--- config.mk ---
export PLATFORM = sky130hd
export DESIGN_NAME = branch_predictor
export DESIGN_NICKNAME = d
export VERILOG_FILES = /design/src/rtl/bp_pkg.sv /design/src/rtl/bp_sat_ctr.sv /design/src/rtl/branch_predictor.sv
export SDC_FILE = /design/constraint.sdc
export NUM_CORES = 2
export LEC_CHECK = 0
export BUFFER_PORTS_ARGS = -buffer_cell sky130_fd_sc_hd__buf_2
export CELL_PAD_IN_SITES_DETAIL_PLACEMENT = 1
export CELL_PAD_IN_SITES_GLOBAL_PLACEMENT = 1
export CORE_AREA = 5 5 349 351
export CTS_BUF_LIST = sky130_fd_sc_hd__clkbuf_2
export DETAILED_ROUTE_END_ITERATION = 6
export DIE_AREA = 0 0 354 356
export PLACE_DENSITY_LB_ADDON = 0.3
export SLEW_MARGIN = 20
export SYNTH_ARGS = -nofsm -noshare
export SYNTH_HDL_FRONTEND = slang
export SYNTH_SLANG_ARGS = --single-unit
--- constraint.sdc ---
create_clock -name clk_i -period 7.2 [get_ports clk_i]
set_clock_uncertainty 0.05 [all_clocks]
set_input_delay 1.44 -clock clk_i [delete_from_list [all_inputs] [get_ports clk_i]]
set_output_delay 1.44 -clock clk_i [all_outputs]
set_load 0.01 [all_outputs]
--- src/rtl/bp_pkg.sv ---
// Shared types and encodings for the fetch-stage branch predictor.
// Latency: n/a (types and constants only).
// Backpressure: n/a.
package bp_pkg;

    // 2-bit saturating direction counter; the MSB is the taken prediction.
    typedef logic [1:0] ctr_t;

    localparam ctr_t CTR_SNT = 2'b00;  // strong not-taken
    localparam ctr_t CTR_WNT = 2'b01;  // weak not-taken
    localparam ctr_t CTR_WT  = 2'b10;  // weak taken
    localparam ctr_t CTR_ST  = 2'b11;  // strong taken

    // Empty entries start weak-NT so that a first taken outcome needs no history.
    localparam ctr_t CTR_INIT  = CTR_WNT;
    // A freshly allocated entry predicts taken, but one not-taken flips it.
    localparam ctr_t CTR_ALLOC = CTR_WT;

endpackage : bp_pkg

--- src/rtl/bp_sat_ctr.sv ---
// Next-value function of a 2-bit saturating direction counter.
// Latency: combinational, 0 cycles.
// Backpressure: none; a pure function of its inputs.
//
// Ports:
//   ctr      current counter value
//   taken    resolved branch outcome
//   ctr_next counter value after training with the outcome
module bp_sat_ctr
    import bp_pkg::*;
(
    input  ctr_t ctr,
    input  logic taken,
    output ctr_t ctr_next
);

    always_comb begin
        ctr_next = ctr;
        if (taken) begin
            if (ctr != CTR_ST) begin
                ctr_next = ctr + 2'd1;
            end
        end else begin
            if (ctr != CTR_SNT) begin
                ctr_next = ctr - 2'd1;
            end
        end
    end

endmodule : bp_sat_ctr

--- src/rtl/branch_predictor.sv ---
// Direct-mapped BTB + 2-bit counter predictor: fetch lookup, EX training, mispredict/redirect.
// Latency: lookup and mispredict are combinational; a table write is visible the cycle after the update edge.
// Backpressure: none; the pipeline keeps upd_valid_i low while EX is stalled or flushed.
//
// Ports:
//   clk_i, rst_ni          clock, asynchronous active-low reset
//   pc_f_i                 fetch PC to look up
//   pred_taken_o           predicted taken for pc_f_i
//   pred_target_o          predicted next PC for pc_f_i
//   upd_valid_i            EX holds a valid conditional branch this cycle
//   upd_pc_i               PC of the resolving branch
//   upd_taken_i            resolved outcome
//   upd_target_i           computed branch target
//   upd_pred_taken_i       prediction made at fetch, carried down the pipe
//   upd_pred_target_i      predicted next PC, carried down the pipe
//   mispredict_o           flush IF/ID and redirect fetch
//   redirect_pc_o          correct next PC, meaningful only with mispredict_o
//   br_cnt_o, miss_cnt_o   wrapping 16-bit resolved-branch / mispredict counts
module branch_predictor
    import bp_pkg::*;
#(
    parameter int n       = 32,
    parameter int ENTRIES = 16
) (
    input  logic         clk_i,
    input  logic         rst_ni,
    input  logic [n-1:0] pc_f_i,
    output logic         pred_taken_o,
    output logic [n-1:0] pred_target_o,
    input  logic         upd_valid_i,
    input  logic [n-1:0] upd_pc_i,
    input  logic         upd_taken_i,
    input  logic [n-1:0] upd_target_i,
    input  logic         upd_pred_taken_i,
    input  logic [n-1:0] upd_pred_target_i,
    output logic         mispredict_o,
    output logic [n-1:0] redirect_pc_o,
    output logic [15:0]  br_cnt_o,
    output logic [15:0]  miss_cnt_o
);

    localparam int IDX  = $clog2(ENTRIES);
    localparam int TAGW = n - IDX - 2;
    localparam logic [n-1:0] PC_STEP = n'(4);

    typedef struct packed {
        logic            valid;
        logic [TAGW-1:0] tag;
        logic [n-1:0]    target;
        ctr_t            ctr;
    } entry_t;

    localparam entry_t ENTRY_RST = '{valid: 1'b0, tag: '0, target: '0, ctr: CTR_INIT};

    // Kept as a flop array: the fetch lookup is asynchronous, so this cannot be an SRAM.
    entry_t table_q [ENTRIES];

    logic [15:0] br_cnt_q;
    logic [15:0] miss_cnt_q;

    // ---------------- fetch lookup ----------------
    logic [IDX-1:0]  f_idx;
    logic [TAGW-1:0] f_tag;
    entry_t          f_ent;
    logic            f_hit;

    assign f_idx = pc_f_i[IDX+1:2];
    assign f_tag = pc_f_i[n-1:IDX+2];
    assign f_ent = table_q[f_idx];
    assign f_hit = f_ent.valid && (f_ent.tag == f_tag);

    // Reads the registered table only, so a same-cycle update is not bypassed.
    assign pred_taken_o  = f_hit && f_ent.ctr[1];
    assign pred_target_o = pred_taken_o ? f_ent.target : pc_f_i + PC_STEP;

    // ---------------- EX resolution ----------------
    logic [IDX-1:0]  u_idx;
    logic [TAGW-1:0] u_tag;
    entry_t          u_ent;
    logic            u_hit;
    ctr_t            u_ctr_next;

    assign u_idx = upd_pc_i[IDX+1:2];
    assign u_tag = upd_pc_i[n-1:IDX+2];
    assign u_ent = table_q[u_idx];
    assign u_hit = u_ent.valid && (u_ent.tag == u_tag);

    bp_sat_ctr u_sat_ctr (
        .ctr      (u_ent.ctr),
        .taken    (upd_taken_i),
        .ctr_next (u_ctr_next)
    );

    // A taken branch is also mispredicted when it went to the wrong place.
    assign mispredict_o  = upd_valid_i &&
                           ((upd_taken_i != upd_pred_taken_i) ||
                            (upd_taken_i && (upd_target_i != upd_pred_target_i)));
    assign redirect_pc_o = upd_taken_i ? upd_target_i : upd_pc_i + PC_STEP;

    // ---------------- table and statistics state ----------------
    always_ff @(posedge clk_i or negedge rst_ni) begin
        if (!rst_ni) begin
            for (int i = 0; i < ENTRIES; i++) begin
                table_q[i] <= ENTRY_RST;
            end
            br_cnt_q   <= '0;
            miss_cnt_q <= '0;
        end else begin
            if (upd_valid_i) begin
                if (u_hit) begin
                    table_q[u_idx].ctr <= u_ctr_next;
                    if (upd_taken_i) begin
                        table_q[u_idx].target <= upd_target_i;
                    end
                end else if (upd_taken_i) begin
                    // Allocation evicts whatever aliased into this slot.
                    table_q[u_idx] <= '{valid: 1'b1, tag: u_tag, target: upd_target_i, ctr: CTR_ALLOC};
                end
                br_cnt_q <= br_cnt_q + 16'd1;
            end
            if (mispredict_o) begin
                miss_cnt_q <= miss_cnt_q + 16'd1;
            end
        end
    end

    assign br_cnt_o   = br_cnt_q;
    assign miss_cnt_o = miss_cnt_q;

endmodule : branch_predictor

==> results by group <==
Yosys
  • Ys Warns: 0
  • Mapped cell area: 52,800 sq um
  • Number of synthesized register bits: 1,008
  • Largest family of logic cells by synthesized area: multiplexers
  • Seq/Total Area, Yosys: 0.478
  • Synth area leader: dfrtp_1
  • Post-synth EDFFs: 0
  • Synth Area in Compound Gates: 0.0220
  • Syn Nets: 3,693
  • Top-area cell type share of the netlist area: 0.470
  • Xor/xnor share of the synthesized area: 0.0297
  • Syn Area/Cell: 14.9 sq um
  • Syn Inst Count: 3,552
  • Adder-cell share of the synthesized area: 0.00208
  • Multiplexer area fraction after synthesis: 0.397
  • Simple-gate area share of the yosys netlist: 0.0384
  • Yosys cell types: 70
  • Synth Flop Type: dfrtp_1
  • Asr flop ratio synth: 1.00
  • Synth top area cells: dfrtp_1 47%, mux2_2 17%, mux4_2 16%, mux2_4 5.4%, mux2i_1 1.6%

Cells and area
  • Area of the multi-input gates: 25,900 sq um
  • Post-Route Utilization: 0.488
  • Most frequent cells in the layout: 992 x dfrtp_1, 779 x mux2_2, 420 x clkbuf_2, 377 x mux4_2, 221 x buf_2
  • Share of cells above drive strength 1: 0.541
  • Nets: 3,987
  • Post-Layout Inst Area: 58,000 sq um
  • Area grow syn2layout: 9.71%
  • Post-route insts no fill: 5,596
  • Reg area: 25,200 sq um
  • Fill cell count: 11,764
  • Commonest non-fill, non-tap cell in the layout: dfrtp_1

Timing
  • Final worst slack: 0.220 ns
  • Final hold violation count: 0
  • Max-slew violations: 0
  • Final period utilization: 0.969
  • Fin crit period: 6.98 ns
  • Max_slew headroom: 0.227
  • RSZ-0062 raised after global routing: no
  • Worst hold margin: 0.260 ns
  • Setup Total Neg Slack: 0 ns
  • Worst-Margin Slew: 1.16 ns
  • # setup viols final: 0
  • Achievable frequency: 143 MHz

Floorplanning
  • Die X: 354 microns
  • Die Ht: 356 microns
  • Row count: 127
  • Initial Util: 0.445
  • I/O pins: 231
  • Die area: 126,000 sq um
  • Core ar.: 119,000 sq um

Setup path
  • Crit path launch type: primary input
  • CP Capture Type: output port
  • Arr. time, crit path: 5.49 ns
  • Worst EP required: 5.71 ns
  • CP Launch Point: pc_f_i[2]
  • R2R Setup Slk: 2.78 ns
  • Worst-path maximum fanout: 55
  • WS Path Type: in2out
  • Reg2reg start: table_q[359]
  • Reg-to-Reg End: table_q[527]
  • Worst R2R Path Depth: 10

Clock tree
  • Clk root buf: clkbuf_2
  • Worst-skew pair later-pin latency: 1.64 ns
  • CTS clk-pin slew, worst paths: 0.11 ns
  • CTS tree: built
  • Sink Count: 1,008
  • Number of CTS-inserted buffers: 293
  • Clock Path Buffers: 4
  • H-Tree Depth: 5

Min path
  • Hold Crit Depth: 2
  • Hold Path End: table_q[377]
  • Min-delay src: upd_target_i[9]
  • Worst hold path type: in2reg

Job
  • Max-Cap Viols: 0

Global routing
  • Largest net degree at the start of global routing: 159
  • Global-route wire length before repair: 258,000 microns
  • Total grt overflow: 0
  • GRT Total Usage: 0.278
  • Initial antenna violation count: 18
  • Vias in the first global route: 37,039

Placement
  • Port Buffers: 230
  • DP Wirelength: 111,000 microns
  • Placed Area: 55,400 sq um
  • Placed cells: 5,097
  • Routability cong.: 0.869
  • Pre-CTS setup slack: 0.346 ns

Detailed routing
  • WL/cell: 31.2 microns
  • Iteration-0 DRC Markers: 2,661
  • Via Count: 34,117
  • Initial DRT Pass Iterations: 5
  • Remaining antenna violation count: 0
  • Drt drc: 0
  • Final wirelength: 174,000 microns
  • Vias per cell: 6.10

Power
  • Final Power: 15.0 mW
  • Leakage power: 26.0 nW
  • Cell Pwr Density: 259 nW/um^2
  • Worst vdd ir: 0.149 mV

Run status
  • Status: complete, no violations
[logic make-up after synthesis]
| group | count (synthesis) |
|---|---|
| muxes | 1430 |
| xor gates and xnor gates | 179 |
| and+or+nand+nor | 384 |
| AOI/OAI and AO/OA | 170 |
| DFF | 1008 |
| adders and majority gates | 9 |
| buffers and inverters | 372 |
[per-layer routing]
| metal | global-route usage | up-vias | routed length [microns] | part of all wire |
|---|---|---|---|---|
| met5 | 0 | - | 80 | 0.00046 |
| met4 | 0.0785 | 12 | 4210 | 0.024 |
| met3 | 0.0701 | 264 | 12200 | 0.070 |
| met2 | 0.447 | 1188 | 83900 | 0.48 |
| met1 | 0.379 | 18653 | 74100 | 0.42 |
| li1 | - | 14000 | - | - |
[cell usage after synthesis, drive strengths merged, types with 8 or more instances]
cell type / instances
nand3: 59
nor2: 75
nor4: 10
nor2b: 10
ha: 8
inv: 30
xnor2: 89
clkbuf: 208
xor2: 90
or2: 17
nor3: 20
and3: 16
dfstp: 16
a22oi: 29
o21ai: 62
o2bb2ai: 15
dfrtp: 992
nand2: 118
mux2i: 82
nand4: 28
mux2: 971
buf: 133
a21oi: 13
mux4: 377
[worst max-delay path by stage]
stage,to,slack [ns],cells after the start
after global routing,pred_target_o[15],0.13,9
after global placement,pred_target_o[6],0.42,10
after floorplan,pred_target_o[17],0.88,9
after CTS,pred_target_o[18],0.22,9
after detailed placement,pred_target_o[18],0.35,10
final,pred_target_o[18],0.22,10
[repair_timing]
item | in CTS | in global routing
hold buffers | 2 | 0
endpoints found under the hold margin | 105 | 0
setup buffers | 0 | 0
gates resized for setup | 0 | 0
[power by group]
part / switching, mW / internal (mW) / total [mW] / leakage (nW)
Sequential: 0.748 / 6.73 / 7.47 / 12.8
Combinational: 1.39 / 1.94 / 3.33 / 11.3
Clock: 2.53 / 1.68 / 4.21 / 1.92
[flip-flops by register name, indices dropped and copies added, names as in the netlist]
register and cells:
table_q 976, miss_cnt_o 16, br_cnt_o 16
[critical path, cell delays in order]
cell	delay, ns
buf_8	0.51
mux4_2	0.59
mux4_2	0.51
xnor2_1	0.46
o2111ai_1	0.22
or4_1	0.54
nor3_2	0.24
buf_4	0.35
mux2_2	0.39
buf_2	0.14
[area by class of cell]
type	count	area share
Timing Repair Buffer	340	0.0389
Inverter	31	0.00201
Antenna cell	15	0.000648
Multi-Input combinational cell	2172	0.447
Clock buffer	420	0.0363
Tap cell	1548	0.0334
Clock inverter	62	0.00596
Sequential cell	1008	0.436
No activity file was read; power rests on OpenSTA's default activity.
